[config.mk]
export PLATFORM = sky130hd
export DESIGN_NAME = cordic_sched
export DESIGN_NICKNAME = d
export VERILOG_FILES = /design/src/rtl/cordic_pkg.sv /design/src/rtl/cordic_tag_pipe.sv /design/src/rtl/cordic_sched.sv
export SDC_FILE = /design/constraint.sdc
export NUM_CORES = 1
export LEC_CHECK = 0
export BUFFER_PORTS_ARGS = -buffer_cell sky130_fd_sc_hd__buf_2
export CELL_PAD_IN_SITES_DETAIL_PLACEMENT = 0
export CELL_PAD_IN_SITES_GLOBAL_PLACEMENT = 1
export CORE_UTILIZATION = 30
export DETAILED_ROUTE_END_ITERATION = 7
export GPL_TIMING_DRIVEN = 0
export PLACE_DENSITY_LB_ADDON = 0.1
export SLEW_MARGIN = 5
export SYNTH_ARGS = -nofsm -noshare
export SYNTH_HDL_FRONTEND = slang
export SYNTH_SLANG_ARGS = --single-unit
export TNS_END_PERCENT = 50
[constraint.sdc]
create_clock -name i_clk -period 3.8 [get_ports i_clk]
set_input_delay 0.76 -clock i_clk [delete_from_list [all_inputs] [get_ports i_clk]]
set_output_delay 0.76 -clock i_clk [all_outputs]
set_load 0.005 [all_outputs]
[src/rtl/cordic_pkg.sv]
// cordic_pkg: shared constants and the tag record carried alongside the CORDIC core pipeline.
// Angles are signed Q16.16 radians.
package cordic_pkg;

   localparam int THETA_W  = 32;
   localparam int ID_MAX_W = 3;

   localparam logic signed [THETA_W-1:0] PI   = 32'sh0003243F;
   localparam logic signed [THETA_W-1:0] PI_2 = 32'sh0001921F;

   // The id field is sized for the largest supported NREQ (8); narrower builds use the low bits.
   typedef struct packed {
      logic                valid;
      logic [ID_MAX_W-1:0] id;
      logic                neg;
   } cordic_tag_t;

endpackage

[src/rtl/cordic_tag_pipe.sv]
// cordic_tag_pipe: DEPTH-stage shift register of cordic_tag_t that tracks issued angles
// through the core so each core output can be paired with its requester id and quadrant flag.
module cordic_tag_pipe
   import cordic_pkg::*;
#(
   parameter int DEPTH = 32
) (
   input  logic        i_clk,
   input  logic        i_clr_n,
   input  cordic_tag_t i_tag,
   output cordic_tag_t o_tag,
   output logic        o_any_valid
);

   cordic_tag_t stage [DEPTH];

   always_ff @(posedge i_clk) begin
      if (!i_clr_n) begin
         for (int i = 0; i < DEPTH; i++) stage[i] <= '0;
      end else begin
         stage[0] <= i_tag;
         for (int i = 1; i < DEPTH; i++) stage[i] <= stage[i-1];
      end
   end

   assign o_tag = stage[DEPTH-1];

   always_comb begin
      o_any_valid = 1'b0;
      for (int i = 0; i < DEPTH; i++) o_any_valid = o_any_valid | stage[i].valid;
   end

endmodule

[src/rtl/cordic_sched.sv]
// cordic_sched: round-robin scheduler sharing one fixed-latency CORDIC core among NREQ requesters.
// Define CORDIC_QUAD_FOLD_EN to fold |theta| > PI_2 into the core range and negate the result.
module cordic_sched
   import cordic_pkg::*;
#(
   parameter int NREQ     = 4,
   parameter int WIDTH    = 16,
   parameter int CORE_LAT = 32,
   parameter int IDW      = $clog2(NREQ)
) (
   input  logic                      i_clk,
   input  logic                      i_rst_n,
   input  logic                      i_en,
   input  logic [NREQ-1:0]           i_req_valid,
   input  logic [NREQ*THETA_W-1:0]   i_req_theta,
   output logic [NREQ-1:0]           o_req_ready,
   output logic [THETA_W-1:0]        o_core_theta,
   output logic                      o_core_valid,
   input  logic [WIDTH:0]            i_core_cos,
   input  logic [WIDTH:0]            i_core_sin,
   output logic                      o_rsp_valid,
   output logic [IDW-1:0]            o_rsp_id,
   output logic [WIDTH:0]            o_rsp_cos,
   output logic [WIDTH:0]            o_rsp_sin,
   output logic                      o_busy
);

   // Handshake: request i transfers on a rising edge where i_req_valid[i] & o_req_ready[i];
   // an unserved requester keeps valid and theta stable. Responses have no backpressure.

   logic [IDW-1:0]             ptr;
   logic [IDW-1:0]             gidx;
   logic [IDW-1:0]             scan_idx;
   logic                       gfound;
   logic                       accept;
   logic signed [THETA_W-1:0]  sel_theta;
   logic signed [THETA_W-1:0]  fold_theta;
   logic                       fold_neg;
   cordic_tag_t                next_tag;
   cordic_tag_t                iss_tag;
   cordic_tag_t                core_tag;
   logic                       pipe_busy;
   logic                       unused_tag;

   // Scan from the farthest offset back to the pointer so the nearest valid requester wins.
   always_comb begin
      gidx     = '0;
      gfound   = 1'b0;
      scan_idx = '0;
      for (int k = NREQ - 1; k >= 0; k--) begin
         scan_idx = IDW'((int'(ptr) + k) % NREQ);
         if (i_req_valid[scan_idx]) begin
            gfound = 1'b1;
            gidx   = scan_idx;
         end
      end
   end

   assign accept      = gfound & i_en & i_rst_n;
   assign o_req_ready = accept ? (NREQ'(1) << gidx) : '0;
   assign sel_theta   = i_req_theta[int'(gidx)*THETA_W +: THETA_W];

   always_comb begin
      fold_theta = sel_theta;
      fold_neg   = 1'b0;
`ifdef CORDIC_QUAD_FOLD_EN
      if (sel_theta > PI_2) begin
         fold_theta = sel_theta - PI;
         fold_neg   = 1'b1;
      end else if (sel_theta < -PI_2) begin
         fold_theta = sel_theta + PI;
         fold_neg   = 1'b1;
      end
`endif
   end

   always_comb begin
      next_tag       = '0;
      next_tag.valid = accept;
      next_tag.id    = ID_MAX_W'(gidx);
      next_tag.neg   = fold_neg;
   end

   always_ff @(posedge i_clk) begin
      if (!i_rst_n) begin
         ptr          <= '0;
         iss_tag      <= '0;
         o_core_theta <= '0;
      end else begin
         iss_tag <= next_tag;
         if (accept) begin
            o_core_theta <= fold_theta;
            ptr          <= (gidx == IDW'(NREQ - 1)) ? '0 : gidx + IDW'(1);
         end
      end
   end

   assign o_core_valid = iss_tag.valid;

   // The issue register is stage 0; the pipe adds CORE_LAT stages to line up with core output.
   cordic_tag_pipe #(
      .DEPTH (CORE_LAT)
   ) u_tag_pipe (
      .i_clk       (i_clk),
      .i_clr_n     (i_rst_n),
      .i_tag       (iss_tag),
      .o_tag       (core_tag),
      .o_any_valid (pipe_busy)
   );

   assign o_busy     = iss_tag.valid | pipe_busy;
   assign unused_tag = ^{core_tag.id, core_tag.neg};

`ifdef CORDIC_QUAD_FOLD_EN
   function automatic logic [WIDTH:0] neg_sat(input logic [WIDTH:0] x);
      if (x == {1'b1, {WIDTH{1'b0}}}) return {1'b0, {WIDTH{1'b1}}};
      return -x;
   endfunction
`endif

   always_ff @(posedge i_clk) begin
      if (!i_rst_n) begin
         o_rsp_valid <= 1'b0;
         o_rsp_id    <= '0;
         o_rsp_cos   <= '0;
         o_rsp_sin   <= '0;
      end else begin
         o_rsp_valid <= core_tag.valid;
         if (core_tag.valid) begin
            o_rsp_id <= core_tag.id[IDW-1:0];
`ifdef CORDIC_QUAD_FOLD_EN
            o_rsp_cos <= core_tag.neg ? neg_sat(i_core_cos) : i_core_cos;
            o_rsp_sin <= core_tag.neg ? neg_sat(i_core_sin) : i_core_sin;
`else
            o_rsp_cos <= i_core_cos;
            o_rsp_sin <= i_core_sin;
`endif
         end
      end
   end

endmodule

==> summary.txt, run 1 <==
TNS Setup -> 0 ps
Initial antenna violation count -> 0
Period utilization -> 0.821
Final Cell Area -> 8650 sq um
Multi-input combinational cell area -> 2810 sq um
Routability cong. -> 0.786
VDD IR max -> 318 uV
Post-synthesis xor/xnor area fraction -> 0
Fillers -> 2105
Die area -> 22200 sq um
Share of layout cells above drive strength 1 -> 0.335
Via count of the first global-routing pass -> 5319
Main synth FF type -> dfxtp_1
Int Pwr -> 2.94 mW
# IOs -> 244
DRT met1 WL -> 7580 um
Hold slack final -> 430 ps
Global-route wire length before repair -> 27100 um
CTS resizes -> 0
NetSw -> 1.08 mW
Total leakage power -> 3.90 nW
Die X -> 149 um
Residual DRC count -> 0
WHS Endpoint -> u_tag_pipe.stage[0][91]$_SDFF_PN0_
Syn avg cell area -> 10.4 sq um
Final min period -> 3120 ps
CTS max path bufs -> 2
Root buf cell -> clkbuf_16
Synth top area share -> 0.524
DRT iter0 DRCs -> 153
Htree depth -> 4
Top Metal Used -> met4
PD cells -> 465 nW/um^2
# rows -> 53
Port bufs -> 243
Status -> finished, final reports clean
Most frequent cells after synthesis -> dfxtp_1 (170), and2_1 (99), mux2i_1 (69)
Pre-antenna DRT Iters -> 4
Flop2flop setup slack -> 1780 ps
Flop and latch count out of synthesis -> 170
Cts hold-fix bufs -> 0
Clk pwr share -> 0.424
Vias after detailed routing -> 5256
Largest family of logic cells by synthesized area -> simple AND/OR/NAND/NOR gates
Post CTS Setup Buffer Count -> 0
Fmax -> 320 MHz
Post-Synth Simple-Gate Area -> 0.211
Clk_lat worst skew -> 430 ps
Synth area leader -> dfxtp_1
Worst-Margin Slew -> 694 ps
Max-cap violations -> 0
Reg2reg path depth -> 9
Clock Skew -> 10.3 ps
DP HPWL -> 13800 um
Worst setup SP type -> input pin
Post-Synthesis Net Count -> 797
WP data arrival -> 2360 ps
Net count, final -> 1059
Worst Setup SP -> i_req_valid[2]
Final wirelength -> 17500 um
Synth Area in Compound Gates -> 0.108
Post-route setup slack -> 679 ps
Mux contribution to synthesized area -> 0.106
Cts bufs inserted -> 17
Yosys cell types -> 32
RSZ-0062 raised after global routing -> no
FF+latch area -> 3400 sq um
Hold Path Depth -> 1
Tot GR Track Use -> 0.158
Seq pwr share -> 0.460
Combinational Power Share -> 0.115
CP endpoint kind -> primary output
Synth Cell Area -> 6490 sq um
Core ar. -> 21100 sq um
Worst reg2reg startpoint -> ptr[1]$_SDFFE_PN0P_
Worst hold-check path type -> reg2reg
Routed wire per std cell -> 14.9 um
Max-slew violations -> 0
Syn Inst Count -> 624
Global route total overflow -> 0
Number of hold violations in the final report -> 0
Starting Density -> 0.308
Register area share after synthesis -> 0.524
Area grow syn2layout -> 33.3%
FF-to-FF End -> ptr[0]$_SDFFE_PN0P_
Worst-path clk slew -> 70 ps
Most frequent cell after synthesis -> dfxtp_1
ANT cells -> 0
WL met2 -> 8340 um
Largest net degree at the start of global routing -> 20
Area share of fa/ha/maj cells after synthesis -> 0.00771
Number of synthesized flops with an enable pin -> 0
CTS tree -> built
Worst Path Max Fanout -> 11
Met3 routed WL -> 1380 um
DP Worst Slack -> 657 ps
Max transition margin -> 0.537
Overall Power -> 4.03 mW
Placed Area -> 8050 sq um
CP required -> 3040 ps
Net Sw Frac -> 0.269
Ys async rst share -> 0
Clock sinks -> 170
Vias/cell -> 4.48
Final antenna-violating net count -> 0
Hold Crit Start -> u_tag_pipe.stage[0][86]$_SDFF_PN0_
Final setup vio count -> 0
Ys Warns -> 0
Synth area leaders -> dfxtp_1 (52%), mux2i_1 (11%), and2_1 (9.5%)
Crit Path Class -> in2out
Die Span Y -> 149 um
## per-layer routing
metal | track usage | vias to the layer above
li1 | - | 2650
met4 | 0.0546 | 0
met2 | 0.273 | 185
met5 | 0 | -
met1 | 0.182 | 2404
met3 | 0.0511 | 17
## kinds of logic (layout without fill, tap and decap cells)
logic type      Yosys count  in the layout
fa+ha+maj                 4              4
mux                      69             69
compound gates          102            102
flops                   170            170
simple gates            229            229
buf+inv                  50            325
## registers in the layout, indices dropped and copies added (netlist names)
| register | flops |
|---|---|
| o_core_valid | 1 |
| o_rsp_id | 2 |
| o_rsp_valid | 1 |
| o_rsp_sin | 17 |
| o_rsp_cos | 17 |
| u_tag_pipe.stage | 96 |
| o_core_theta | 32 |
| iss_tag | 2 |
| ptr | 2 |
## critical path: stages
cell and delay (ps):
buf_2 120, nor2b_1 140, a221o_1 350, and2_4 160, buf_8 140, buf_8 150, inv_1 80, ha_1 130
and3_1 190, buf_2 130
## placed cells by master, fill, tap and decap left out
cell type   netlist  routed
buf_6             4       4
and2_1           99      99
a221o_1           1       1
buf_2            10     253
clkbuf_1         29      29
inv_8             0       6
inv_6             0       1
nand2_1          36      36
dfxtp_1         170     170
nor3_2            1       1
nor2_1            1       1
a21oi_1           1       1
and2_4            2       2
o211ai_1         32      32
o22ai_1           1       1
o21bai_1          1       1
nand4_1           1       1
o211a_1           1       1
or4_1             1       1
nor4b_4           1       1
ha_1              4       4
and2b_1           1       1
buf_8             4       4
o41a_2            1       1
clkinv_8          0       4
inv_1             3       3
clkbuf_16         0      17
a21boi_1          6       6
mux2i_1          69      69
a21boi_0         26      26
o21ai_2           3       3
nor4_1            8       8
clkinv_4          0       2
nor2b_1          39      39
and3_1           37      37
clkinvlp_4        0       2
nand2b_1          2       2
o21ai_1          29      29
## cell type report
| class | count | area share |
|---|---|---|
| buffer | 47 | 0.0305 |
| clock buffer | 17 | 0.0492 |
| clock inverter | 15 | 0.0201 |
| inverter | 3 | 0.00130 |
| multi-input combinational | 404 | 0.325 |
| sequential | 170 | 0.393 |
| tap | 275 | 0.0398 |
| timing repair buffer | 243 | 0.141 |
## power groups by stage
stage / logic, mW / clock network [mW] / registers, mW
floorplan: 0.253 / 0 / 1.90
global placement: 0.466 / 0 / 1.89
detailed placement: 0.470 / 0 / 1.89
CTS: 0.472 / 1.77 / 1.85
global route: 0.510 / 1.84 / 1.86
finish: 0.464 / 1.71 / 1.85
## per-stage QoR
step	utilization	std cells
after CTS	0.410	1174
after detailed placement	0.382	1142
after floorplan	-	624
final	0.410	1174
after global placement	0.382	1142
after global routing	0.410	1174
## worst max-delay path by stage
stage	end	slack (ps)	cells past startpoint
floorplan	o_req_ready[1]	1080	8
global placement	o_req_ready[1]	660	10
detailed placement	o_req_ready[1]	660	10
CTS	o_req_ready[1]	640	10
global route	o_req_ready[0]	570	9
finish	o_req_ready[0]	680	10
Power figures use the tool's default switching activity.
==> run 2, diff against run 1 <==
--- a/config.mk
+++ b/config.mk
@@ -5,6 +5,7 @@
 export SDC_FILE = /design/constraint.sdc
 export NUM_CORES = 1
 export LEC_CHECK = 0
+export ABC_AREA = 1
 export BUFFER_PORTS_ARGS = -buffer_cell sky130_fd_sc_hd__buf_2
 export CELL_PAD_IN_SITES_DETAIL_PLACEMENT = 0
 export CELL_PAD_IN_SITES_GLOBAL_PLACEMENT = 1
==> constraint.sdc (replaced) <==
create_clock -name i_clk -period 2.7 [get_ports i_clk]
set_input_delay 0.54 -clock i_clk [delete_from_list [all_inputs] [get_ports i_clk]]
set_output_delay 0.54 -clock i_clk [all_outputs]
set_load 0.005 [all_outputs]
==> run 2 against run 1 <==
- sequential power grew 53%
- synthesized area rose by 10%
- synthesized cell count up 66%
- design area increased by 12%
- critical path depth increased by 5
- largest cell class unchanged
==> summary.txt, run 2 <==
Status -> finished, final reports clean
Register area share after synthesis -> 0.476
CP endpoint kind -> primary output
CTS max path bufs -> 2
PD cells -> 927 nW/um^2
VDD IR max -> 344 uV
Tot GR Track Use -> 0.175
Root buf cell -> clkbuf_16
Worst hold-check path type -> in2reg
Worst Path Max Fanout -> 7
Worst-path clk slew -> 70 ps
Final Cell Area -> 9650 sq um
Most frequent cell after synthesis -> nand2_1
Synth area leaders -> dfxtp_1 (48%), nand2_1 (15%), inv_1 (11%)
Most common cell after layout, fill and taps aside -> nand2_1
Overall Power -> 8.95 mW
DRT iter0 DRCs -> 307
Cts bufs inserted -> 17
Htree depth -> 4
Initial antenna violation count -> 3
Share of layout cells above drive strength 1 -> 0.271
Worst-Margin Slew -> 589 ps
Top Registers -> u_tag_pipe.stage: 96 flops, o_core_theta: 32 flops
Worst Setup SP -> ptr[0]$_SDFFE_PN0P_
Fmax -> 375 MHz
Vias/cell -> 4.15
Final antenna-violating net count -> 0
Starting Density -> 0.306
Post-Synthesis Net Count -> 1209
Global route total overflow -> 0
Largest register FFs -> 96
Critical path endpoint -> o_req_ready[1]
Number of synthesized flops with an enable pin -> 0
Area grow syn2layout -> 34.9%
Worst setup SP type -> register
RSZ-0062 raised after global routing -> yes
CTS tree -> built
Clk_lat worst skew -> 430 ps
CP max-delay cell -> dfxtp_4
Core ar. -> 23400 sq um
Global-route wire length before repair -> 33200 um
Clock Skew -> 11.8 ps
Residual DRC count -> 0
Period utilization -> 0.987
CP peak stage delay -> 420 ps
Final setup vio count -> 0
Max-cap violations -> 0
Final wirelength -> 21000 um
Ys Warns -> 0
Ys async rst share -> 0
WP data arrival -> 2120 ps
FF-to-FF End -> o_core_theta[9]$_SDFFE_PN0P_
Worst path cell trace -> buf_6, nand2_2, nand2_2, nand2_2, nand2_4, inv_2, nand2_2, nand3_2, nand2_2, buf_6, buf_8, ha_4, inv_2, nor2_2, buf_2
Die X -> 156 um
Final min period -> 2660 ps
Syn avg cell area -> 6.91 sq um
Total leakage power -> 5.81 nW
Largest net degree at the start of global routing -> 20
Vias after detailed routing -> 6824
Max transition margin -> 0.607
Syn Inst Count -> 1036
Synth Cell Area -> 7150 sq um
Most frequent cells after synthesis -> nand2_1 (282), inv_1 (206), dfxtp_1 (170)
Number of hold violations in the final report -> 0
Synth top area share -> 0.476
Max-slew violations -> 0
Main synth FF type -> dfxtp_1
Die Span Y -> 156 um
Synth area leader -> dfxtp_1
Reg2reg path depth -> 10
Routability cong. -> 0.795
Clock sinks -> 170
Most frequent cells in the layout -> nand2_1 (264), buf_2 (256), inv_1 (204), dfxtp_1 (168), nand3_1 (137)
CP most frequent cell -> nand2_2
ANT cells -> 0
Die area -> 24500 sq um
CP required -> 2160 ps
Via count of the first global-routing pass -> 6480
Placed Area -> 8760 sq um
Pre-antenna DRT Iters -> 4
Crit Path Class -> reg2out
# rows -> 56
Routed wire per std cell -> 12.8 um
Port bufs -> 242
Yosys cell types -> 26
# IOs -> 244
Flop and latch count out of synthesis -> 170
Worst reg2reg startpoint -> ptr[0]$_SDFFE_PN0P_
Net count, final -> 1485
Flop2flop setup slack -> 250 ps
Register with the most flip-flops -> u_tag_pipe.stage
DP HPWL -> 15500 um
==> run 2: report_power, final <==
group	switching (mW)	internal, mW
Sequential	0.114	2.71
Combinational	2.19	1.46
Clock	1.14	1.33
Total	3.45	5.50
==> run 2: worst min path at each step <==
stage | start | endpoint | slack, ps | depth (start not counted)
finish | i_core_sin[12] | o_rsp_sin[12]$_SDFFE_PN0P_ | 330 | 3
floorplan | u_tag_pipe.stage[0][96]$_SDFF_PN0_ | u_tag_pipe.stage[0][101]$_SDFF_PN0_ | 390 | 2
CTS | i_core_sin[12] | o_rsp_sin[12]$_SDFFE_PN0P_ | 310 | 3
detailed placement | iss_tag[1]$_SDFF_PN0_ | u_tag_pipe.stage[0][1]$_SDFF_PN0_ | 390 | 2
global route | i_core_sin[0] | o_rsp_sin[0]$_SDFFE_PN0P_ | 320 | 3
global placement | u_tag_pipe.stage[0][16]$_SDFF_PN0_ | u_tag_pipe.stage[0][21]$_SDFF_PN0_ | 400 | 2
==> run 2: stage by stage <==
step           utilization  setup TNS [ps]  std cells  hold WS, ps  setup slack (ps)
2_1_floorplan            -               0       1036          390               493
5_1_grt              0.412            -477       1644          317              -130
4_1_cts              0.410           -90.0       1643          311             -30.1
3_3_place_gp         0.375            -271       1597          396              -102
3_5_place_dp         0.375            -189       1597          395             -81.0
6_report             0.412               0       1644          330              36.1
==> run 2: cells by family after synthesis <==
group | share of synthesized area
compound gates | 0.0303
fa+ha+maj | 0.00700
flops | 0.476
buf+inv | 0.154
simple gates | 0.333
==> run 2: worst max-delay path: cells and delay by family (launching register included) <==
kind	cells	cell delay (ps)
fa+ha+maj	1	130
simple gates	8	540
buf+inv	6	590
flops	1	420
==> run 2: area by class of cell <==
class	count	area (sq um)
Clock inverter	15	184
Buffer	56	310
Inverter	213	817
Timing Repair Buffer	259	1340
Fill cell	2627	13800
Clock buffer	17	425
Sequential cell	170	3410
Tap cell	319	399
Multi-Input combinational cell	595	2760
==> run 2: repair_timing <==
item	CTS	global route
resized for setup	33	20
setup buffers	15	2
pin swaps	16	13
setup endpoints to repair	4	4
hold buffers	0	0
==> run 2: routing by layer <==
metal | routed length (um) | vias to the layer above | GRT usage | share of wire
met4 | 261 | 4 | 0.0462 | 0.012
li1 | - | 3655 | - | -
met3 | 1420 | 25 | 0.0615 | 0.068
met2 | 9880 | 174 | 0.295 | 0.47
met1 | 9450 | 2966 | 0.210 | 0.45
met5 | 23 | - | 0 | 0.0011
==> run 3, diff against run 2 <==
--- a/config.mk
+++ b/config.mk
@@ -9,7 +9,7 @@
 export BUFFER_PORTS_ARGS = -buffer_cell sky130_fd_sc_hd__buf_2
 export CELL_PAD_IN_SITES_DETAIL_PLACEMENT = 0
 export CELL_PAD_IN_SITES_GLOBAL_PLACEMENT = 1
-export CORE_UTILIZATION = 30
+export CORE_UTILIZATION = 31
 export DETAILED_ROUTE_END_ITERATION = 7
 export GPL_TIMING_DRIVEN = 0
 export PLACE_DENSITY_LB_ADDON = 0.1
==> run 3 against run 2 <==
- critical path depth increased by 1
- via count rose by 0.86%
- worst hold slack worse by 4.4 ps
- core utilization is 1.8 points higher
- the flow now finishes with violations (negative setup slack)
- sequential power about the same
- largest power group unchanged
- global-route usage is 0.65 points higher
- clock skew grew 1.6 ps
==> summary.txt, run 3 (synthesis gave the netlist of run 2 again) <==
Number of hold violations in the final report -> 0
CP required -> 2160 ps
PD cells -> 938 nW/um^2
Failing checks -> negative setup slack
Worst hold-check path type -> in2reg
Die area -> 23700 sq um
Max transition margin -> 0.617
Area grow syn2layout -> 36.3%
Final wirelength -> 21000 um
Routed wire per std cell -> 13.0 um
WP data arrival -> 2200 ps
Register with the most flip-flops -> u_tag_pipe.stage
Most frequent cells in the layout -> nand2_1 (260), buf_2 (256), inv_1 (202), dfxtp_1 (168), nand3_1 (136)
VDD IR max -> 434 uV
WHS Endpoint -> o_rsp_sin[11]$_SDFFE_PN0P_
Worst setup SP type -> register
Port bufs -> 242
Net count, final -> 1496
Total leakage power -> 5.89 nW
Clock Skew -> 13.4 ps
Die Span Y -> 154 um
Max-cap violations -> 0
Worst Setup SP -> ptr[0]$_SDFFE_PN0P_
Reg2reg path depth -> 21
CP max-delay cell -> dfxtp_2
Fillers -> 2461
Flop2flop setup slack -> 190 ps
Int Pwr -> 5.59 mW
ANT cells -> 0
DP HPWL -> 15500 um
Core ar. -> 22600 sq um
Top Registers -> u_tag_pipe.stage: 96 flops, o_core_theta: 32 flops
DRT iter0 DRCs -> 304
Global route total overflow -> 0
Root buf cell -> clkbuf_16
Hold slack final -> 325 ps
Net Sw Frac -> 0.389
RSZ-0062 raised after global routing -> yes
CP endpoint kind -> primary output
NetSw -> 3.56 mW
Starting Density -> 0.316
Final min period -> 2740 ps
CP peak stage delay -> 330 ps
Max-slew violations -> 0
Via count of the first global-routing pass -> 6742
Pre-antenna DRT Iters -> 5
Vias after detailed routing -> 6883
Seq pwr share -> 0.307
Clock sinks -> 170
# IOs -> 244
Vias/cell -> 4.25
Post-route setup slack -> -36.7 ps
FF-to-FF End -> ptr[0]$_SDFFE_PN0P_
Most common cell after layout, fill and taps aside -> nand2_1
Die X -> 154 um
Period utilization -> 1.01
Worst reg2reg startpoint -> ptr[0]$_SDFFE_PN0P_
Final setup vio count -> 3
Residual DRC count -> 0
Met1 Use GR -> 0.211
Share of layout cells above drive strength 1 -> 0.284
Clk_lat worst skew -> 430 ps
CTS tree -> built
Worst Path Max Fanout -> 8
Fmax -> 365 MHz
Worst-Margin Slew -> 575 ps
DP Worst Slack -> -76.8 ps
# rows -> 55
Worst path cell trace -> buf_8, clkinv_8, nand2_4, nand2_4, nand2_4, nand2_2, inv_4, o21ai_2, nand2_2, nand2_2, buf_6, buf_8, ha_4, inv_2, nor2_2, buf_2
Clk pwr share -> 0.265
Met2 GRT Util -> 0.320
Tot GR Track Use -> 0.181
Global-route wire length before repair -> 33800 um
CTS max path bufs -> 2
Worst-path clk slew -> 80 ps
Cts hold-fix bufs -> 0
GR Util met3 -> 0.0637
Gr busiest metal -> met2
Status -> finished, violations left
Combinational Power Share -> 0.428
Hold Path Depth -> 3
Cts bufs inserted -> 17
Largest register FFs -> 96
Overall Power -> 9.15 mW
Hold Crit Start -> i_core_sin[11]
Htree depth -> 4
Final antenna-violating net count -> 0
Crit Path Class -> reg2out
Largest net degree at the start of global routing -> 20
Routability cong. -> 0.838
Final Util -> 0.431
Initial antenna violation count -> 2
-- run 3: cell count changes in the layout (fill, tap and decap cells not counted), moves of 2 or more --
| cell | delta |
|---|---|
| inv_8 | -2 |
| nand2_4 | +7 |
| nand2_2 | -3 |
| buf_4 | +11 |
| inv_2 | +2 |
| nand2_1 | -4 |
| clkinv_8 | +3 |
| clkinvlp_4 | -3 |
| inv_1 | -2 |
| clkinv_4 | +2 |
-- run 3: per-stage QoR --
stage	setup TNS, ps	instance area (sq um)	instances
detailed placement	-118	8720	1563
global route	-510	9750	1621
CTS	-17.2	9660	1617
finish	-56.7	9750	1621
global placement	-155	8720	1563
floorplan	0	7150	1036
-- run 3: worst max path at each step --
| stage | slack, ps | end |
|---|---|---|
| 2_1_floorplan | 490 | o_req_ready[3] |
| 3_3_place_gp | -70 | o_req_ready[3] |
| 5_1_grt | -150 | o_req_ready[3] |
| 4_1_cts | -10 | o_req_ready[0] |
| 3_5_place_dp | -80 | o_req_ready[3] |
| 6_report | -40 | o_req_ready[3] |
-- run 3: power groups by stage --
stage	Combinational, mW	Sequential, mW	Clock (mW)
after floorplan	2.17	2.87	0
after detailed placement	3.25	2.86	0
after CTS	3.79	2.81	2.50
after global placement	3.25	2.86	0
final	3.92	2.81	2.42
after global routing	4.36	2.83	2.60
-- run 3: repair_timing --
action / 4_1_cts / 5_1_grt
pin swaps: 14 / 10
resized for setup: 51 / 19
setup endpoints to repair: 4 / 5
buffers inserted: 23 / 6
-- run 3: critical path: cells and delay by family (launching register included) --
kind | cells | cell delay, ps
adder cells (fa/ha/maj) | 1 | 150
flip-flops | 1 | 330
AND/OR/NAND/NOR | 7 | 490
buffers and inverters | 7 | 750
AO/OA/AOI/OAI | 1 | 50
-- run 3: cell type report --
cell class,instances,area [sq um],area share
inverter,213,827,0.0848
sequential,170,3410,0.350
tap,285,357,0.0366
clock buffer,17,425,0.0436
timing repair buffer,269,1410,0.145
clock inverter,15,174,0.0178
multi-input combinational,595,2820,0.289
buffer,57,325,0.0334
-- run 3: per-layer routing --
metal  vias to the layer above  part of all wire
met1                      2990              0.43
met5                         -            0.0011
li1                       3680                 -
met4                         4            0.0086
met3                        17             0.075
met2                       192              0.48
